## src/rtl/stage_ifetch_queue_pkg.sv

```systemverilog
// Shared defaults and opcode encodings for the instruction fetch stage.
package stage_ifetch_queue_pkg;

  localparam int A_WIDTH_DEF  = 12;
  localparam int D_WIDTH_DEF  = 8;
  localparam int DEPTH_DEF    = 4;
  localparam int RESET_PC_DEF = 0;

  // Opcode encodings as they appear in instruction memory.
  typedef enum logic [7:0] {
    OP_INC   = 8'h2B,
    OP_DEC   = 8'h2D,
    OP_LEFT  = 8'h3C,
    OP_RIGHT = 8'h3E,
    OP_OUT   = 8'h2E,
    OP_IN    = 8'h2C,
    OP_JZ    = 8'h5B,
    OP_JNZ   = 8'h5D
  } opcode_e;

  // Width of a counter that must hold 0..depth inclusive.
  function automatic int cnt_width(input int depth);
    return $clog2(depth) + 1;
  endfunction

endpackage

```

## src/rtl/stage_ifetch_queue_if.sv

```systemverilog
// Fetch stage bus: instruction memory port, decode handshake and redirect.
// master = the fetch stage, slave = memory/decode/branch side.
interface stage_ifetch_queue_if
  import stage_ifetch_queue_pkg::*;
#(
  parameter int A_WIDTH = A_WIDTH_DEF,
  parameter int D_WIDTH = D_WIDTH_DEF,
  parameter int DEPTH   = DEPTH_DEF
);
  localparam int LW = cnt_width(DEPTH);

  logic               redirect;
  logic [A_WIDTH-1:0] redirect_pc;
  logic               ice;
  logic [A_WIDTH-1:0] ia;
  logic [D_WIDTH-1:0] id;
  logic [D_WIDTH-1:0] opcode;
  logic [A_WIDTH-1:0] opcode_pc;
  logic               drdy;
  logic               ack_in;
  logic [LW-1:0]      level;

  modport master (
    input  redirect, redirect_pc, id, ack_in,
    output ice, ia, opcode, opcode_pc, drdy, level
  );

  modport slave (
    output redirect, redirect_pc, id, ack_in,
    input  ice, ia, opcode, opcode_pc, drdy, level
  );

endinterface

```

## src/rtl/stage_ifetch_queue_fifo.sv

```systemverilog
// Prefetch queue: synchronous FIFO of {pc, opcode} words with flush.
// Head is read combinationally so an entry written at a posedge is
// visible at the head in the very next cycle.
module stage_ifetch_queue_fifo
  import stage_ifetch_queue_pkg::*;
#(
  parameter int W     = A_WIDTH_DEF + D_WIDTH_DEF,
  parameter int DEPTH = DEPTH_DEF
) (
  input  logic                        clk,
  input  logic                        reset,
  input  logic                        flush,
  input  logic                        push,
  input  logic [W-1:0]                push_data,
  input  logic                        pop,
  output logic [W-1:0]                head_data,
  output logic [cnt_width(DEPTH)-1:0] count
);
  localparam int PW = $clog2(DEPTH);
  localparam int CW = cnt_width(DEPTH);

  logic [W-1:0]  mem [DEPTH];
  logic [PW-1:0] rd_ptr_reg, wr_ptr_reg;
  logic [CW-1:0] count_reg;

  // Storage write; the pointers decide whether the word is ever seen.
  always_ff @(posedge clk) begin
    if (push) mem[wr_ptr_reg] <= push_data;
  end

  // Ring pointers and occupancy; flush and reset empty the queue.
  always_ff @(posedge clk) begin
    if (reset || flush) begin
      rd_ptr_reg <= '0;
      wr_ptr_reg <= '0;
      count_reg  <= '0;
    end else begin
      if (push) wr_ptr_reg <= wr_ptr_reg + PW'(1);
      if (pop)  rd_ptr_reg <= rd_ptr_reg + PW'(1);
      if (push && !pop)      count_reg <= count_reg + CW'(1);
      else if (!push && pop) count_reg <= count_reg - CW'(1);
    end
  end

  assign head_data = mem[rd_ptr_reg];
  assign count     = count_reg;

endmodule

```

## src/rtl/stage_ifetch_queue.sv

```systemverilog
// Instruction fetch stage: owns the fetch PC, issues sequential reads to
// synchronous instruction memory and queues tagged opcodes for decode.
module stage_ifetch_queue
  import stage_ifetch_queue_pkg::*;
#(
  parameter int A_WIDTH  = A_WIDTH_DEF,
  parameter int D_WIDTH  = D_WIDTH_DEF,
  parameter int DEPTH    = DEPTH_DEF,
  parameter int RESET_PC = RESET_PC_DEF
) (
  input  logic                 clk,
  input  logic                 reset,
  stage_ifetch_queue_if.master bus
);
  localparam int                 CW         = cnt_width(DEPTH);
  localparam logic [A_WIDTH-1:0] RESET_PC_V = A_WIDTH'(RESET_PC);
  localparam logic [CW:0]        DEPTH_V    = (CW+1)'(DEPTH);

  logic [A_WIDTH-1:0]         fetch_pc_reg, fetch_pc_next;
  logic                       inflight_reg;
  logic [A_WIDTH-1:0]         inflight_pc_reg;
  logic [A_WIDTH-1:0]         ia_mux;
  logic                       issue, push, pop, drdy;
  logic [CW:0]                pending;
  logic [CW-1:0]              count;
  logic [A_WIDTH+D_WIDTH-1:0] head_data;

  // Issue decision: redirect restarts at redirect_pc, otherwise issue only
  // while the queue plus the outstanding read still leaves a free slot.
  always_comb begin
    drdy          = (count != '0);
    pop           = drdy & bus.ack_in & ~bus.redirect & ~reset;
    push          = inflight_reg & ~bus.redirect & ~reset;
    pending       = {1'b0, count} + {{CW{1'b0}}, inflight_reg} - {{CW{1'b0}}, pop};
    issue         = 1'b0;
    ia_mux        = fetch_pc_reg;
    fetch_pc_next = fetch_pc_reg;
    if (reset) begin
      issue = 1'b0;
    end else if (bus.redirect) begin
      issue         = 1'b1;
      ia_mux        = bus.redirect_pc;
      fetch_pc_next = bus.redirect_pc + A_WIDTH'(1);
    end else if (pending < DEPTH_V) begin
      issue         = 1'b1;
      fetch_pc_next = fetch_pc_reg + A_WIDTH'(1);
    end
  end

  // Fetch PC and the single outstanding memory read it is waiting on.
  always_ff @(posedge clk) begin
    if (reset) begin
      fetch_pc_reg    <= RESET_PC_V;
      inflight_reg    <= 1'b0;
      inflight_pc_reg <= '0;
    end else begin
      fetch_pc_reg <= fetch_pc_next;
      inflight_reg <= issue;
      if (issue) inflight_pc_reg <= ia_mux;
    end
  end

  stage_ifetch_queue_fifo #(
    .W     (A_WIDTH + D_WIDTH),
    .DEPTH (DEPTH)
  ) u_fifo (
    .clk       (clk),
    .reset     (reset),
    .flush     (bus.redirect),
    .push      (push),
    .push_data ({inflight_pc_reg, bus.id}),
    .pop       (pop),
    .head_data (head_data),
    .count     (count)
  );

  assign bus.ice       = issue;
  assign bus.ia        = ia_mux;
  assign bus.drdy      = drdy;
  assign bus.level     = count;
  assign bus.opcode    = drdy ? head_data[D_WIDTH-1:0] : '0;
  assign bus.opcode_pc = drdy ? head_data[A_WIDTH+D_WIDTH-1:D_WIDTH] : '0;

endmodule
```

## src/flat_wrapper.sv

```systemverilog
// flat-port wrapper written by rule: the top's interface ports become plain ports
module stage_ifetch_queue_flat import stage_ifetch_queue_pkg::*;
#(
  parameter int A_WIDTH  = A_WIDTH_DEF,
  parameter int D_WIDTH  = D_WIDTH_DEF,
  parameter int DEPTH    = DEPTH_DEF,
  parameter int RESET_PC = RESET_PC_DEF
)
  (clk, reset, bus_redirect, bus_redirect_pc, bus_id, bus_ack_in, bus_ice, bus_ia, bus_opcode, bus_opcode_pc, bus_drdy, bus_level);
  stage_ifetch_queue_if #(.A_WIDTH(A_WIDTH), .D_WIDTH(D_WIDTH), .DEPTH(DEPTH)) bus_i ();
  input  logic clk;
  input  logic reset;
  input wire logic [$bits(bus_i.redirect)-1:0] bus_redirect;
  input wire logic [$bits(bus_i.redirect_pc)-1:0] bus_redirect_pc;
  input wire logic [$bits(bus_i.id)-1:0] bus_id;
  input wire logic [$bits(bus_i.ack_in)-1:0] bus_ack_in;
  output wire logic [$bits(bus_i.ice)-1:0] bus_ice;
  output wire logic [$bits(bus_i.ia)-1:0] bus_ia;
  output wire logic [$bits(bus_i.opcode)-1:0] bus_opcode;
  output wire logic [$bits(bus_i.opcode_pc)-1:0] bus_opcode_pc;
  output wire logic [$bits(bus_i.drdy)-1:0] bus_drdy;
  output wire logic [$bits(bus_i.level)-1:0] bus_level;
  assign bus_i.redirect = bus_redirect;
  assign bus_i.redirect_pc = bus_redirect_pc;
  assign bus_i.id = bus_id;
  assign bus_i.ack_in = bus_ack_in;
  assign bus_ice = bus_i.ice;
  assign bus_ia = bus_i.ia;
  assign bus_opcode = bus_i.opcode;
  assign bus_opcode_pc = bus_i.opcode_pc;
  assign bus_drdy = bus_i.drdy;
  assign bus_level = bus_i.level;
  stage_ifetch_queue #(.A_WIDTH(A_WIDTH), .D_WIDTH(D_WIDTH), .DEPTH(DEPTH), .RESET_PC(RESET_PC)) u_core (.clk(clk), .reset(reset), .bus(bus_i));
endmodule
```

## config.mk

```make
export PLATFORM = sky130hd
export DESIGN_NAME = stage_ifetch_queue_flat
export DESIGN_NICKNAME = d
export VERILOG_FILES = /design/src/rtl/stage_ifetch_queue_pkg.sv /design/src/rtl/stage_ifetch_queue_if.sv /design/src/rtl/stage_ifetch_queue_fifo.sv /design/src/rtl/stage_ifetch_queue.sv /design/src/flat_wrapper.sv
export SDC_FILE = /design/constraint.sdc
export NUM_CORES = 1
export LEC_CHECK = 0
export CAP_MARGIN = 20
export CELL_PAD_IN_SITES_DETAIL_PLACEMENT = 2
export CELL_PAD_IN_SITES_GLOBAL_PLACEMENT = 2
export CORE_MARGIN = 1
export CORE_UTILIZATION = 41
export CTS_CLUSTER_SIZE = 20
export DETAILED_ROUTE_END_ITERATION = 7
export PLACE_DENSITY_LB_ADDON = 0.1
export SETUP_SLACK_MARGIN = 0.2
export SLEW_MARGIN = 40
export SYNTH_ARGS = -nofsm -noshare
export SYNTH_HDL_FRONTEND = slang
export SYNTH_SLANG_ARGS = --single-unit
```

## constraint.sdc

```tcl
create_clock -name clk -period 5.52 [get_ports clk]
set_input_delay 1.104 -clock clk [delete_from_list [all_inputs] [get_ports clk]]
set_output_delay 1.104 -clock clk [all_outputs]
set_load 0.02 [all_outputs]
```

==> reports/qor_table.md <==
| Stage | Metric | Value |
| --- | --- | --- |
| critical path | Sum of buffers and inverters on the critical path | 4 |
| critical path | Startpoint Class | primary input |
| cts | Clock root buffer | sky130_fd_sc_hd__clkbuf_16 |
| cts | Clock transition time at the flip-flop clock pins of the worst setup and hold paths | 0.05 ns |
| drt | Final routed DRC violation total | 0 |
| critical path | Startpoint of the worst-slack reg-to-reg timing path | u_core.u_fifo.count[2] |
| critical path | End point of the critical path | bus_ia[11] |
| layout | Fraction of layout cells with a size suffix above 1 | 15.3% |
| placed design | Placer's final routability congestion estimate | 0.757 |
| synth | Unique masters post-synth | 43 |
| drt | Violation count after the first detailed-routing iteration | 213 |
| drt | WL final | 13.2 mm |
| power and ir drop | Power per cell area | 362 nW/um^2 |
| global routing | Pin count of the biggest net entering global routing | 39 |
| synth | Leading cell type by number of instances after synthesis | sky130_fd_sc_hd__edfxtp_1 |
| floorplan | Horizontal die dimension | 113 um |
| flow run | Max-cap violations | 0 |
| hold path | Class of the tightest hold or removal check | flip-flop to flip-flop |
| global routing | Overflow after GRT | 0 |
| power and ir drop | Net switching component of the power | 0.521 mW |
| synth | Most instantiated flip-flop cell in the synthesis netlist | sky130_fd_sc_hd__edfxtp_1 |
| placed design | Total half-perimeter wirelength after legalization and detailed placement | 8.14 mm |
| sta | Time the final worst path needs with I/O delays and setup | 4.73 ns |
| sta | Fmax achieved | 211 MHz |
| sta | Slew at the pin closest to its max-slew limit | 0.625 ns |
| cts | Number of H-tree levels | 4 |
| drt | Total vias in the final route | 3343 |
| synth | Top cell type's share of synthesized area | 47.5% |
| sta | Fin Clk Skew | 0.00960 ns |
| critical path | Critical path data arrival time | 3.63 ns |
| global routing | Global-route wire length before repair | 20.9 mm |
| layout | Post-Layout Inst Area | 6460 sq um |
| drt | Routed wirelength normalized by instance count | 21.7 um |
| sta | Hold Fails Final Rpt | 0 |
| placed design | Area after detailed placement | 5790 sq um |
| synth | Avg Inst Size Synth | 13.3 sq um |
| drt | Detail Route met3 WL | 410 um |
| drt | Antenna violation net count after detailed routing | 0 |
| drt | Highest routed layer | met4 |
| cts | Maximum number of buffers from clock root to sink | 2 |
| layout | Diodes inserted | 0 |
| floorplan | Die Footprint | 12800 sq um |
| synth | Most used standard cells in the synthesized netlist | sky130_fd_sc_hd__edfxtp_1 (80), sky130_fd_sc_hd__nor2_1 (37), sky130_fd_sc_hd__dfxtp_1 (34) |
| synth | Seq cells post-synth | 114 |
| critical path | Largest incremental delay on the critical path | 0.61 ns |
| layout | Cell Count, Final, Fillers Out | 605 |
| drt | Vias/cell | 5.53 |
| power and ir drop | Combinational fraction of design power | 8.4% |
| critical path | Setup crit end kind | output port |
| power and ir drop | Worst ir drop on vdd | 253 uV |
| sta | Setup TNS | 0 ns |
| layout | Max FFs per register | 80 |
| power and ir drop | Relative contribution of sequential cells to total power | 41.6% |
| synth | Combined area of all synthesized cells | 5050 sq um |
| sta | Slew Viols, Final | 0 |
| power and ir drop | Switching part of the total power | 22.3% |
| critical path | Worst setup path category | primary input to output port |
| global routing | Initial antenna violation count | 0 |
| sta | Relative max-transition margin | 58.2% |
| power and ir drop | Internal Power | 1.82 mW |
| cts | Total of hold buffers inserted after clock tree synthesis | 0 |
| cts | Clock Sink Count | 114 |
| drt | Routed length on met2 | 6.93 mm |
| power and ir drop | Total leakage power | 2.35 nW |
| sta | Part of the cycle the worst path needs | 85.7% |
| critical path | CP cell instances | clkdlybuf4s50_1 > buf_4 > clkinv_1 > nand2_1 > o21a_1 > clkdlybuf4s50_1 |
| critical path | FF-to-FF setup slack | 2.11 ns |
| cts | CTS Buf Count | 17 |
| synth | Number of enable-type register cells in the synthesized netlist | 80 |
| critical path | Source of the critical timing path | reset |
| floorplan | Number of top-level pins | 61 |
| synth | Count of mapped cells out of synthesis | 380 |
| synth | Top cells by area, synth | sky130_fd_sc_hd__edfxtp_1 (48%), sky130_fd_sc_hd__dfxtp_1 (13%), sky130_fd_sc_hd__mux4_2 (8.9%) |
| critical path | Worst-path maximum fanout | 28 |
| critical path | Most frequent CP cell | sky130_fd_sc_hd__clkdlybuf4s50_1 |
| sta | Finish-stage setup viols | 0 |
| critical path | Cell family with the largest share of critical-path delay | buffers and inverters |
| floorplan | Starting density of the core | 42.1% |
| power and ir drop | Part of the power in the clock network | 49.9% |
| placed design | Number of buffer cells added on primary ports | 60 |
| global routing | Overall fraction of global-route tracks in use | 22.3% |
| floorplan | Height of the die | 113 um |
| floorplan | Core Rows | 40 |
| floorplan | Core area | 12000 sq um |
| critical path | Number of cell instances on the worst register-to-register path | 11 |
| drt | Number of iterations in the first detailed-routing pass | 4 |
| power and ir drop | Total power consumption of the routed design | 2.34 mW |
| synth | Library cell with the largest summed area after synthesis | sky130_fd_sc_hd__edfxtp_1 |
| placed design | Placed insts | 572 |
| cts | CTS tree | yes |
| drt | Metal-1 WL | 5.73 mm |
| synth | Number of warnings issued by yosys | 0 |
| synth | Net count of the mapped netlist | 414 |
| critical path | Worst endpoint required time | 4.42 ns |
| layout | Area added between synthesis and finish | 27.8% |
| critical path | Stages on worst setup path | 6 |
| sta | Unrepaired setup endpoints after global routing | false |
| global routing | Via count of the first global-routing pass | 3700 |
| outcome | Result of the run | complete, no violations |
| critical path | Standard cell with the maximum stage delay on the critical path | sky130_fd_sc_hd__clkdlybuf4s50_1 |
| cts | Insertion delay of the later-clocked pin in the worst-skew pair | 0.41 ns |
| synth | Portion of the post-synthesis area used by sequential elements | 61.0% |
| layout | Final layout net count | 479 |
| critical path | Destination of the worst register-to-register timing path | u_core.inflight_pc_reg[6] |
| synth | Async set-reset flop share out of synthesis | 0% |
| layout | Post-layout utilization of the core | 53.8% |
logic make-up (layout without fill, tap and decap cells):
group | after synthesis | after routing | share of synthesized area (%)
compound gates | 53 | 53 | 6.81
xor+xnor | 10 | 10 | 1.73
fa+ha+maj | 10 | 10 | 2.63
buf+inv | 29 | 107 | 2.43
flops | 114 | 114 | 61.0
mux | 37 | 37 | 12.4
simple gates | 127 | 127 | 13.0
final cells by class:
class,instances,area [sq um]
Fill cell,1125,5560
Sequential cell,114,3080
Multi-Input combinational cell,237,1870
Timing Repair Buffer,66,646
Clock buffer,26,554
Tap cell,147,184
Clock inverter,6,86.3
Inverter,9,33.8
per-stage QoR:
stage          hold WS (ns)  setup WS, ns
6_report              0.498         0.790
2_1_floorplan         0.445          1.26
3_5_place_dp          0.486         0.174
3_3_place_gp          0.463         0.318
5_1_grt               0.514         0.575
4_1_cts               0.497         0.223
worst min-delay path: cells and delay by family (launching register included):
family / cells / cell delay, ns
AOI/OAI and AO/OA: 1 / 0.06
and+or+nand+nor: 1 / 0.07
DFF: 1 / 0.32
power by group through the flow:
stage	Clock (mW)	Sequential (mW)	Combinational (mW)
floorplan	0	0.980	0.111
global placement	0	0.986	0.188
detailed placement	0	0.990	0.195
CTS	1.19	0.974	0.200
global route	1.22	0.978	0.214
finish	1.17	0.974	0.197
layout by cell type, fill, tap and decap left out, drive strengths merged, types with 5 or more instances in the layout:
master / synthesis / layout
ha: 9 / 9
nand3: 9 / 9
nor2: 37 / 37
mux2: 6 / 6
clkbuf: 14 / 27
edfxtp: 80 / 80
and2: 21 / 21
buf: 6 / 5
mux4: 20 / 20
a211oi: 11 / 11
dfxtp: 34 / 34
xor2: 7 / 7
mux2i: 11 / 11
inv: 8 / 8
nand2: 27 / 27
a21oi: 19 / 19
o21ai: 8 / 8
clkdlybuf4s50: 0 / 59
and3: 8 / 8
layer usage:
| layer | track usage, % | vias up |
|---|---|---|
| li1 | - | 1561 |
| met1 | 27.6 | 1705 |
| met2 | 38.4 | 71 |
| met3 | 5.68 | 6 |
| met4 | 7.11 | 0 |
| met5 | 0 | - |
worst min path at each step:
stage	start	to	cells past startpoint
2_1_floorplan	u_core.fetch_pc_reg[10]	u_core.fetch_pc_reg[10]	2
3_3_place_gp	u_core.fetch_pc_reg[10]	u_core.fetch_pc_reg[10]	2
3_5_place_dp	u_core.fetch_pc_reg[10]	u_core.fetch_pc_reg[10]	2
4_1_cts	u_core.fetch_pc_reg[10]	u_core.fetch_pc_reg[10]	2
5_1_grt	u_core.fetch_pc_reg[10]	u_core.fetch_pc_reg[10]	2
6_report	u_core.fetch_pc_reg[10]	u_core.fetch_pc_reg[10]	2
repair_timing:
item,4_1_cts,5_1_grt
endpoints found under the setup margin,1,1
pin swaps,0,0
gates cloned,0,0
setup buffers,0,0
gates resized for setup,1,3
(Power assumes the default switching activity.)
